==> src/rtl/led_pattern_sequencer.sv <==
// Steps a ROM read address through a programmable window at a programmable rate
// and registers each fetched word onto the LEDs; supports pause, stop, loop and one-shot.
module led_pattern_sequencer #(
    parameter int AW     = 5,
    parameter int DW     = 5,
    parameter int RATE_W = 21
) (
    input  logic              CLK,
    input  logic              RESET,
    input  logic              start,
    input  logic              stop,
    input  logic              pause,
    input  logic              loop_en,
    input  logic [AW-1:0]     first_addr,
    input  logic [AW-1:0]     last_addr,
    input  logic [RATE_W-1:0] rate,
    output logic [AW-1:0]     rom_addr,
    input  logic [DW-1:0]     rom_data,
    output logic [DW-1:0]     leds,
    output logic              busy,
    output logic              done,
    output logic              wrap,
    output logic              err
);

    typedef enum logic [1:0] {IDLE, RUN, PAUSE} state_t;

    state_t            state;
    logic [RATE_W-1:0] cnt;
    logic [RATE_W-1:0] rate_q;
    logic [AW-1:0]     first_q;
    logic [AW-1:0]     last_q;
    logic              busy_d;

    always_ff @(posedge CLK) begin
        if (RESET) begin
            state    <= IDLE;
            cnt      <= '0;
            rate_q   <= '0;
            first_q  <= '0;
            last_q   <= '0;
            busy_d   <= 1'b0;
            rom_addr <= '0;
            leds     <= '0;
            busy     <= 1'b0;
            done     <= 1'b0;
            wrap     <= 1'b0;
            err      <= 1'b0;
        end else begin
            done   <= 1'b0;
            wrap   <= 1'b0;
            err    <= 1'b0;
            // busy delayed one cycle lines up with the ROM's read latency, so the
            // final word of a one-shot still lands after busy drops
            busy_d <= busy;
            if (busy_d)
                leds <= rom_data;

            case (state)
                IDLE: begin
                    if (start && !stop) begin
                        if (first_addr <= last_addr) begin
                            state    <= RUN;
                            busy     <= 1'b1;
                            first_q  <= first_addr;
                            last_q   <= last_addr;
                            rate_q   <= rate;
                            rom_addr <= first_addr;
                            cnt      <= '0;
                        end else begin
                            err <= 1'b1;
                        end
                    end
                end
                default: begin
                    if (stop) begin
                        state  <= IDLE;
                        busy   <= 1'b0;
                        busy_d <= 1'b0;
                        leds   <= '0;
                    end else if (pause) begin
                        state <= PAUSE;
                    end else begin
                        // the edge that leaves PAUSE counts like any RUN cycle
                        state <= RUN;
                        if (cnt == rate_q) begin
                            cnt <= '0;
                            if (rom_addr == last_q) begin
                                if (loop_en) begin
                                    rom_addr <= first_q;
                                    wrap     <= 1'b1;
                                end else begin
                                    state <= IDLE;
                                    busy  <= 1'b0;
                                    done  <= 1'b1;
                                end
                            end else begin
                                rom_addr <= rom_addr + 1'b1;
                            end
                        end else begin
                            cnt <= cnt + 1'b1;
                        end
                    end
                end
            endcase
        end
    end

endmodule
==> config.mk <==
export PLATFORM = sky130hd
export DESIGN_NAME = led_pattern_sequencer
export DESIGN_NICKNAME = d
export VERILOG_FILES = /design/src/rtl/led_pattern_sequencer.sv
export SDC_FILE = /design/constraint.sdc
export NUM_CORES = 1
export LEC_CHECK = 0
export ABC_AREA = 1
export BUFFER_PORTS_ARGS = -buffer_cell sky130_fd_sc_hd__buf_2
export CORE_MARGIN = 8
export CORE_UTILIZATION = 61
export DETAILED_ROUTE_END_ITERATION = 8
export HOLD_SLACK_MARGIN = 0.15
export PLACE_DENSITY_LB_ADDON = 0.12
export RECOVER_POWER = 25
export SYNTH_ARGS = -nofsm -noshare
export SYNTH_HDL_FRONTEND = slang
export SYNTH_SLANG_ARGS = --single-unit
==> constraint.sdc <==
create_clock -name CLK -period 2.9 [get_ports CLK]
set_input_delay 0.29 -clock CLK [delete_from_list [all_inputs] [get_ports CLK]]
set_output_delay 0.29 -clock CLK [all_outputs]
set_load 0.05 [all_outputs]
==> results of run 1 <==
## registers in the layout (all words and copies together), names as in the netlist
name and cells:
leds 5, wrap 1, err 1, first_q 5, rate_q 21, done 1
busy 1, last_q 5, cnt 21, state 2, rom_addr 5, busy_d 1
## cells by family (layout without fill, tap and decap cells)
kind of cell | after synthesis | count (layout)
and+or+nand+nor | 242 | 242
adders and majority gates | 7 | 7
xor gates and xnor gates | 27 | 27
AOI/OAI and AO/OA | 81 | 81
buffers and inverters | 72 | 132
DFF | 69 | 69
## worst reg2reg max path, delay by kind of cell, from the launching register on
family / cells / cell delay, ns
and+or+nand+nor: 4 / 0.66
buffers and inverters: 3 / 0.60
AOI/OAI and AO/OA: 2 / 0.51
DFF: 1 / 0.33
## metal layers
layer | wire, µm | track usage (%) | share of wire [%] | up-vias
met2 | 3530 | 31.8 | 44 | 87
met1 | 3860 | 23.9 | 49 | 1488
met3 | 445 | 4.69 | 5.6 | 11
li1 | - | - | - | 1695
met4 | 117 | 8.73 | 1.5 | 0
met5 | 0 | 0 | 0 | -
## power by group
| group | switching [W] | internal (W) | leakage, nW |
|---|---|---|---|
| Clock | 0.000354 | 0.000529 | 0.116 |
| Combinational | 0.000247 | 0.000128 | 1.10 |
| Sequential | 0.0000348 | 0.000993 | 0.561 |
## per-stage QoR
step                      power (W)  util (%)  cell area (µm²)
after CTS                   0.00230      73.0             4020
after global routing        0.00240      72.7             4000
after global placement      0.00141      68.9             3790
after detailed placement    0.00142      68.9             3790
after floorplan             0.00132         -             3470
final                       0.00229      72.7             4000
## synthesized netlist by cell type (all sizes together)
master / number
a21boi: 1
or2: 2
ha: 7
nand3: 20
xor2: 17
nand4: 10
buf: 10
o21ai: 43
a21oi: 33
xnor2: 10
dfxtp: 69
nor3: 10
clkbuf: 5
inv: 55
o31ai: 1
clkinv: 2
nand2: 111
nor2: 89
o211ai: 2
o22ai: 1
## worst min path at each step
stage / slack, ns / start / depth (start not counted) / to
floorplan: 0.43 / rom_data[3] / 2 / leds[3]
global placement: 0.43 / busy / 2 / busy_d
detailed placement: 0.44 / busy / 2 / busy_d
CTS: 0.19 / rom_data[1] / 3 / leds[1]
global route: 0.20 / rate[5] / 3 / rate_q[5]
finish: 0.20 / rate[12] / 3 / rate_q[12]
## cell type report
cell class	count	area share [%]
clock buffers	12	3.88
repair buffers	59	7.22
clock inverters	4	1.75
flip-flops and latches	69	34.5
inverters	57	5.34
multi-input cells	357	45.1
well taps	72	2.25
==> key figures, run 1 <==
Outcome
  – Outcome: completed

Clocking
  – CTS tree: done
  – Clock-pin slew on the worst setup and hold paths: 0.07 ns
  – Post-CTS Setup Bufs: 0
  – Hold_buf cts: 0
  – Max Buffers Root-to-Sink: 2
  – Worst-skew pair later-pin latency: 0.34 ns
  – H-tree lvl count: 3
  – Post-CTS sizing: 0
  – CTS root buffer: clkbuf_8
  – CTS Sinks: 69
  – CTS Buf Count: 9

Setup path
  – Worst path bufs/invs: 3
  – CP top delay family: simple AND/OR/NAND/NOR gates
  – FF-to-FF path depth: 9
  – Critical Path Sink: cnt[0]
  – Crit-path max FO: 27
  – Worst setup path startpoint: state[1]
  – Reg2reg start: state[1]
  – Cell breakdown of the critical path: nor2_2 -> buf_4 -> inv_1 -> nor2_1 -> nand2_2 -> nand2_4 -> a21oi_4 -> inv_2 -> a21oi_1
  – Flop2flop setup slack: 0.74 ns
  – Worst stage delay on the critical path: 0.38 ns
  – Nature of the critical path endpoint: flip-flop
  – Instance count on the critical path: 9
  – CP Class: flip-flop to flip-flop
  – WP data arrival: 2.43 ns
  – RR Endpoint: cnt[0]
  – CP required: 3.17 ns
  – Slowest-stage cell, CP: a21oi_4
  – Worst Setup Start Kind: flip-flop

Timing
  – Setup violations, final: 0
  – Pins Over Slew Limit: 0
  – Layout Skew: 0.00860 ns
  – Post-route setup slack: 0.738 ns
  – RSZ-0062 raised after global routing: no
  – Final Critical Period: 2.16 ns
  – Fin crit share: 74.5%
  – Final hold violation count: 0
  – Slew HR: 58.2%
  – Worst Tran Pin Value: 0.621 ns
  – Setup_tns: 0 ns
  – Final hold slack: 0.196 ns
  – Peak Freq: 0.463 GHz

Pwr
  – Peak supply drop: 0.000441 V
  – Leakage power: 1.78 nW
  – PD cells: 571 nW/µm²

Floorplanning
  – Die width: 91.4 µm
  – Row count: 27
  – Die area: 8360 µm²
  – Initial Utilization: 63.0%
  – Die Y: 91.4 µm
  – Core ar.: 5510 µm²
  – I/O pin count: 56

Layout
  – Commonest non-fill, non-tap cell in the layout: nand2_1
  – Layout area overhead: 15.4%
  – Reg area: 1380 µm²
  – Ratio of cells with drive above 1 in the final layout: 15.2%
  – Fillers: 463
  – Multi-input gate area: 1800 µm²
  – # diodes: 0
  – Layout Cells excl Fill: 630
  – Most frequent cells in the layout: nand2_1 (107), nor2_1 (84), dfxtp_1 (69)
  – Final #Nets: 602

GRT
  – Vias in the first global route: 3146
  – Total congestion overflow: 0
  – Initial antenna violation count: 0
  – Tot GR Track Use: 19.5%
  – First-pass GRT wire length: 13.6 mm
  – Largest net degree at the start of global routing: 37

Yosys
  – Distinct cells, synth: 31
  – Mapped Area: 3470 µm²
  – Synth Area in XOR/XNOR: 6.81%
  – Synth top area cells: dfxtp_1 (40%), nand2_1 (12%), nor2_1 (9.1%), o21ai_0 (5.8%), inv_1 (5.1%)
  – Synth top area share: 39.8%
  – Synth Area per Inst: 6.97 µm²
  – Post-synthesis compound-gate area fraction: 12.5%
  – Synth Area in Adders: 2.52%
  – Main combinational cell family by area after synthesis: simple AND/OR/NAND/NOR gates
  – Post-synthesis mux area share: 0%
  – Synthesis-stage register bit count: 69
  – Net count after synthesis: 547
  – Cell taking the most area after synthesis: dfxtp_1
  – Simple-gate share of the synthesized area: 30.1%
  – Post-synthesis sequential area ratio: 39.8%
  – Synth warnings: 0
  – Cells after Synth: 498

Routing
  – WL/cell: 12.6 µm
  – DRT antenna net count: 0
  – DRC violations left: 0
  – DRT iter0 DRCs: 199
  – Total Routed Length: 7.95 mm
  – Vias per std cell: 5.21
  – Via total after detailed routing: 3281
  – Drt first pass iters: 5

Placement
  – Port Buf Inserts: 55
  – HPWL after DPL: 5.87 mm
  – Gpl congestion: 0.851
  – Post-placement setup slack: 0.516 ns
  – DP Cell Count: 614

Worst hold path
  – Tightest Hold Check Type: primary input to flip-flop

Job
  – Max cap viols: 0
Power figures use the tool's default switching activity.
==> run 2, diff against run 1 <==
Settings changed: CORE_UTILIZATION 61 to 56.
Clock period 2.9 ns to 2.1 ns, I/O delays scaled along.
==> key figures, run 2 (synthesis gave the netlist of run 1 again) <==
Outcome
  – Outcome: completed

Setup path
  – Crit-path max FO: 26 (-3.7%)
  – Worst stage delay on the critical path: 0.53 ns (+0.15 ns)
  – Instance count on the critical path: 12 (+3)
  – Slowest-stage cell, CP: dlygate4sd3_1
  – CP top delay family: buffers and inverters
  – CP Class: primary input to flip-flop
  – Cell breakdown of the critical path: dlygate4sd3_1 -> buf_2 -> ha_1 -> nand3_2 -> nor2_1 -> o22ai_2 -> nand2_2 -> nand2_4 -> buf_12 -> inv_2 -> or2_1 -> a21oi_1
  – Worst Setup Start Kind: primary input
  – WP data arrival: 2.31 ns (-0.12 ns)
  – Nature of the critical path endpoint: flip-flop
  – FF-to-FF path depth: 12 (+3)
  – Worst path bufs/invs: 4 (+1)
  – CP required: 2.39 ns (-0.78 ns)

Routing
  – DRT iter0 DRCs: 168 (-16%)
  – DRC violations left: 0 (unchanged)
  – Drt first pass iters: 4 (-1)
  – Total Routed Length: 8.63 mm (+8.5%)
  – WL/cell: 13.0 µm (+2.7%)
  – DRT antenna net count: 0 (unchanged)
  – Via total after detailed routing: 3349 (+2.1%)
  – Vias per std cell: 5.03 (-3.4%)

GRT
  – Initial antenna violation count: 0 (unchanged)
  – Largest net degree at the start of global routing: 29 (-22%)
  – Total congestion overflow: 0 (unchanged)
  – Vias in the first global route: 3398 (+8.0%)
  – First-pass GRT wire length: 14.7 mm (+7.7%)
  – Tot GR Track Use: 20.5% (+0.91 points)

Pwr
  – PD cells: 755 nW/µm² (+32%)
  – Peak supply drop: 0.000506 V (+15%)
  – Leakage power: 1.93 nW (+8.5%)

Worst hold path
  – Tightest Hold Check Type: primary input to flip-flop
  – Hold Crit Depth: 3 (unchanged)

Floorplanning
  – Die width: 94.7 µm (+3.6%)
  – Initial Utilization: 58.3% (-4.8 points)
  – Die area: 8970 µm² (+7.3%)
  – Core ar.: 5960 µm² (+8.2%)
  – I/O pin count: 56 (unchanged)
  – Die Y: 94.7 µm (+3.6%)
  – Row count: 28 (+3.7%)

Clocking
  – CTS Buf Count: 9 (unchanged)
  – Worst-skew pair later-pin latency: 0.35 ns (about the same)
  – CTS tree: done
  – H-tree lvl count: 3 (unchanged)
  – Max Buffers Root-to-Sink: 2 (unchanged)
  – CTS root buffer: clkbuf_8
  – CTS Sinks: 69 (unchanged)
  – Clock-pin slew on the worst setup and hold paths: 0.07 ns (about the same)

Placement
  – Port Buf Inserts: 55 (unchanged)
  – DP Cell Count: 622 (+1.3%)
  – Gpl congestion: 0.846 (-0.56%)
  – HPWL after DPL: 6.19 mm (+5.5%)

Timing
  – Final Critical Period: 2.02 ns
  – Setup_tns: 0 ns (unchanged)
  – Pins Over Slew Limit: 0 (unchanged)
  – Layout Skew: 0.00819 ns (-0.000416 ns)
  – Worst Tran Pin Value: 0.613 ns (-0.00823 ns)
  – Peak Freq: 0.495 GHz
  – Slew HR: 58.7% (+0.55 points)
  – Setup violations, final: 0 (unchanged)
  – Final hold violation count: 0 (unchanged)
  – RSZ-0062 raised after global routing: no
  – Fin crit share: 96.1%

Job
  – Max cap viols: 0 (unchanged)

Layout
  – Most frequent cells in the layout: nand2_1 (107), nor2_1 (84), dfxtp_1 (69)
  – Top Registers: cnt: 21 flops, rate_q: 21 flops
  – Ratio of cells with drive above 1 in the final layout: 15.4% (+0.16 points)
  – Fillers: 515 (+11%)
  – Final #Nets: 635 (+5.5%)
  – # diodes: 0 (unchanged)
  – Reg area: 1380 µm² (unchanged)
  – Layout area overhead: 25.9%
  – Layout Cells excl Fill: 666 (+5.7%)
  – Multi-input gate area: 1800 µm² (unchanged)
  – Commonest non-fill, non-tap cell in the layout: nand2_1
==> run 2: changes by cell type in the layout (fill, tap and decap cells not counted), sizes merged <==
| cell | change |
|---|---|
| clkinv | +2 |
| dlygate4sd3 | +27 |
| bufinv | +1 |
| buf | +4 |
| clkbuf | -1 |
==> run 2: layout make-up <==
cell class	instances	share of cell area (%)
clock inverters	7	2.61
multi-input cells	357	41.3
flip-flops and latches	69	31.6
clock buffers	9	2.84
repair buffers	92	14.5
inverters	57	4.95
well taps	75	2.15
==> run 2: final timing paths <==
check,startpoint,end,slack (ns)
worst max-delay path,first_addr[1],cnt[0],0.08
worst min-delay path,rate[15],rate_q[15],0.15
worst max register to register,cnt[8],cnt[18],0.24
worst min register to register,busy,busy_d,0.45
==> run 2: per-layer routing <==
layer | global-route usage [%] | wire length [µm] | up-vias
met4 | 11.1 | 189 | 0
met3 | 4.05 | 589 | 17
met1 | 24.5 | 3880 | 1486
li1 | - | - | 1759
met5 | 0 | 0 | -
met2 | 33.8 | 3970 | 87
==> run 2: through the flow <==
step | util (%) | hold slack, ns | power, W | area (µm²) | worst slack [ns]
final | 73.4 | 0.146 | 0.00330 | 4370 | 0.0809
after global routing | 73.4 | 0.174 | 0.00345 | 4370 | 0.00526
after global placement | 64.6 | 0.436 | 0.00197 | 3850 | 0.124
after floorplan | - | 0.350 | 0.00182 | 3470 | 0.317
after detailed placement | 64.6 | 0.440 | 0.00198 | 3850 | 0.0711
after CTS | 73.2 | 0.151 | 0.00330 | 4360 | 0.0273
==> run 2: power by group <==
part,internal [W],leakage [nW],switching (W)
registers,0.00137,0.561,0.0000508
logic,0.000230,1.24,0.000354
clock network,0.000784,0.123,0.000509
total,0.00238,1.93,0.000913
==> run 2: repair_timing <==
action | 4_1_cts | 5_1_grt
hold endpoints to repair | 27 | 0
hold buffers | 27 | 0
endpoints found under the setup margin | 0 | 30
setup buffers | 0 | 1
gates resized for setup | 0 | 6
==> run 2: tightest hold or removal path: stages <==
cell	delay, ns
buf_2	0.07
o21ai_0	0.09
nor2_1	0.09
==> run 3, diff against run 2 <==
Settings changed: CORE_UTILIZATION 56 to 51, CTS_CLUSTER_DIAMETER set to 150, RECOVER_POWER 25 to 100.
Clock period 2.1 ns to 1.8 ns, I/O delays scaled along.
==> key figures, run 3 (synthesis gave the netlist of run 1 again) <==
Pwr
  – Leakage power: 2.09 nW (+8.3%)
  – Peak supply drop: 0.000508 V (+0.52%)
  – PD cells: 868 nW/µm² (+15%)

GRT
  – Vias in the first global route: 3572 (+5.1%)
  – First-pass GRT wire length: 16.0 mm (+9.2%)
  – Largest net degree at the start of global routing: 29 (unchanged)
  – Total congestion overflow: 0 (unchanged)
  – Tot GR Track Use: 20.0% (-0.50 points)
  – Initial antenna violation count: 0 (unchanged)

Worst hold path
  – Hold Crit Depth: 3 (unchanged)
  – Tightest Hold Check Type: primary input to flip-flop
  – Min-Delay Endpoint: last_q[3]
  – Worst hold start: last_addr[3]

Clocking
  – Max Buffers Root-to-Sink: 2 (unchanged)
  – CTS tree: done
  – Clock-pin slew on the worst setup and hold paths: 0.08 ns (about the same)
  – CTS root buffer: clkbuf_8
  – CTS Sinks: 69 (unchanged)
  – Worst-skew pair later-pin latency: 0.34 ns (about the same)
  – CTS Buf Count: 9 (unchanged)
  – H-tree lvl count: 3 (unchanged)

Setup path
  – Flop2flop setup slack: 0.13 ns (-0.11 ns)
  – CP Class: flip-flop to flip-flop
  – Worst Setup Start Kind: flip-flop
  – WP data arrival: 1.89 ns (-0.42 ns)
  – Crit-path max FO: 10 (-62%)
  – FF-to-FF path depth: 11 (-1)
  – Nature of the critical path endpoint: flip-flop
  – Reg2reg start: cnt[15]
  – CP required: 2.03 ns (-0.36 ns)
  – RR Endpoint: cnt[2]

Layout
  – Layout area overhead: 36.1%
  – Ratio of cells with drive above 1 in the final layout: 21.2% (+5.8 points)
  – # diodes: 0 (unchanged)
  – Most frequent cells in the layout: nand2_1 (106), nor2_1 (82), dfxtp_1 (60)
  – Top Registers: cnt: 21 flops, rate_q: 21 flops
  – Commonest non-fill, non-tap cell in the layout: nand2_1
  – Final Util: 70.7% (-2.6 points)
  – Final #Nets: 664 (+4.6%)
  – Final instance area: 4720 µm² (+8.1%)

Routing
  – Total Routed Length: 9.61 mm (+11%)
  – DRT iter0 DRCs: 176 (+4.8%)
  – Vias per std cell: 5.07 (+0.74%)
  – DRT antenna net count: 0 (unchanged)
  – DRC violations left: 0 (unchanged)
  – Via total after detailed routing: 3541 (+5.7%)
  – Drt first pass iters: 4 (unchanged)
  – WL/cell: 13.8 µm (+6.2%)

Floorplanning
  – Core ar.: 6680 µm² (+12%)
  – Die width: 98.5 µm (+4.0%)
  – I/O pin count: 56 (unchanged)
  – Die area: 9700 µm² (+8.1%)
  – Row count: 30 (+7.1%)
  – Die Y: 98.5 µm (+4.0%)
  – Initial Utilization: 51.9% (-6.3 points)

Timing
  – Peak Freq: 0.600 GHz
  – RSZ-0062 raised after global routing: yes
  – Layout Skew: 0.00914 ns (+0.000954 ns)
  – Pins Over Slew Limit: 0 (unchanged)
  – Worst Tran Pin Value: 0.608 ns (-0.00463 ns)
  – Final Critical Period: 1.67 ns
  – Final hold violation count: 0 (unchanged)
  – Slew HR: 59.0% (+0.31 points)
  – Post-route setup slack: 0.133 ns (+0.0519 ns)
  – Setup violations, final: 0 (unchanged)
  – Fin crit share: 92.6%

Placement
  – HPWL after DPL: 6.66 mm (+7.6%)
  – Port Buf Inserts: 55 (unchanged)
  – Post-placement setup slack: -0.170 ns (-0.241 ns)
  – Area after DPL: 4070 µm² (+5.8%)
  – Gpl congestion: 0.881 (+4.1%)

Job
  – Max cap viols: 0 (unchanged)

Outcome
  – Outcome: completed
==> run 3: worst max-delay path, cell delays in order (launching register included) <==
cell	delay (ns)
dfxtp_1	0.35
xnor2_2	0.22
nand2_1	0.07
nor2_1	0.09
nand2_1	0.11
nor2_4	0.16
nand2_4	0.06
nand2_4	0.07
a21oi_4	0.06
buf_12	0.14
inv_2	0.16
nor2_1	0.07
==> run 3: repair_timing <==
item / CTS / global route
buffers inserted: 0 / 1
hold buffers: 33 / 0
endpoints found under the setup margin: 0 / 17
gates resized for setup: 0 / 23
hold endpoints to repair: 31 / 0
==> run 3: per-stage QoR <==
| step | hold slack (ns) | instances | TNS (ns) | power [W] |
|---|---|---|---|---|
| after global placement | 0.425 | 649 | -1.20 | 0.00237 |
| after CTS | 0.152 | 697 | 0 | 0.00408 |
| after detailed placement | 0.432 | 649 | -2.98 | 0.00238 |
| final | 0.155 | 699 | 0 | 0.00410 |
| after global routing | 0.173 | 699 | -0.0222 | 0.00428 |
| after floorplan | 0.320 | 498 | 0 | 0.00212 |
==> run 3: area by class of cell <==
type	instances	area, µm²
sequential	69	1400
inverter	57	214
fill	578	1960
timing repair buffer	120	895
multi-input combinational	358	1860
clock buffer	9	124
clock inverter	6	136
tap	80	100
==> run 3: power by group <==
| part | leakage (nW) | internal (W) | switching [W] |
|---|---|---|---|
| Combinational | 1.40 | 0.000331 | 0.000460 |
| Sequential | 0.566 | 0.00160 | 0.0000551 |
| Clock | 0.126 | 0.00106 | 0.000599 |
| Total | 2.09 | 0.00298 | 0.00111 |
==> run 3: how the worst max path moves through the flow <==
stage                            start     endpoint  slack, ns  depth (start not counted)
after detailed placement  last_addr[4]    last_q[1]      -0.17                         14
after global placement    last_addr[4]    last_q[4]      -0.09                         14
after floorplan            rom_addr[2]  rom_addr[1]       0.02                         10
final                          cnt[15]       cnt[2]       0.13                         11
after global routing            cnt[4]  rom_addr[0]      -0.02                         14
after CTS                      cnt[17]  rom_addr[2]       0.05                         12
==> run 3: per-layer routing <==
layer  part of all wire (%)  GRT usage (%)  vias up
met1                     44           24.7     1619
met5                      0              0        -
li1                       -              -     1816
met2                     48           33.0       92
met4                    1.7           8.15        0
met3                    5.9           4.09       14
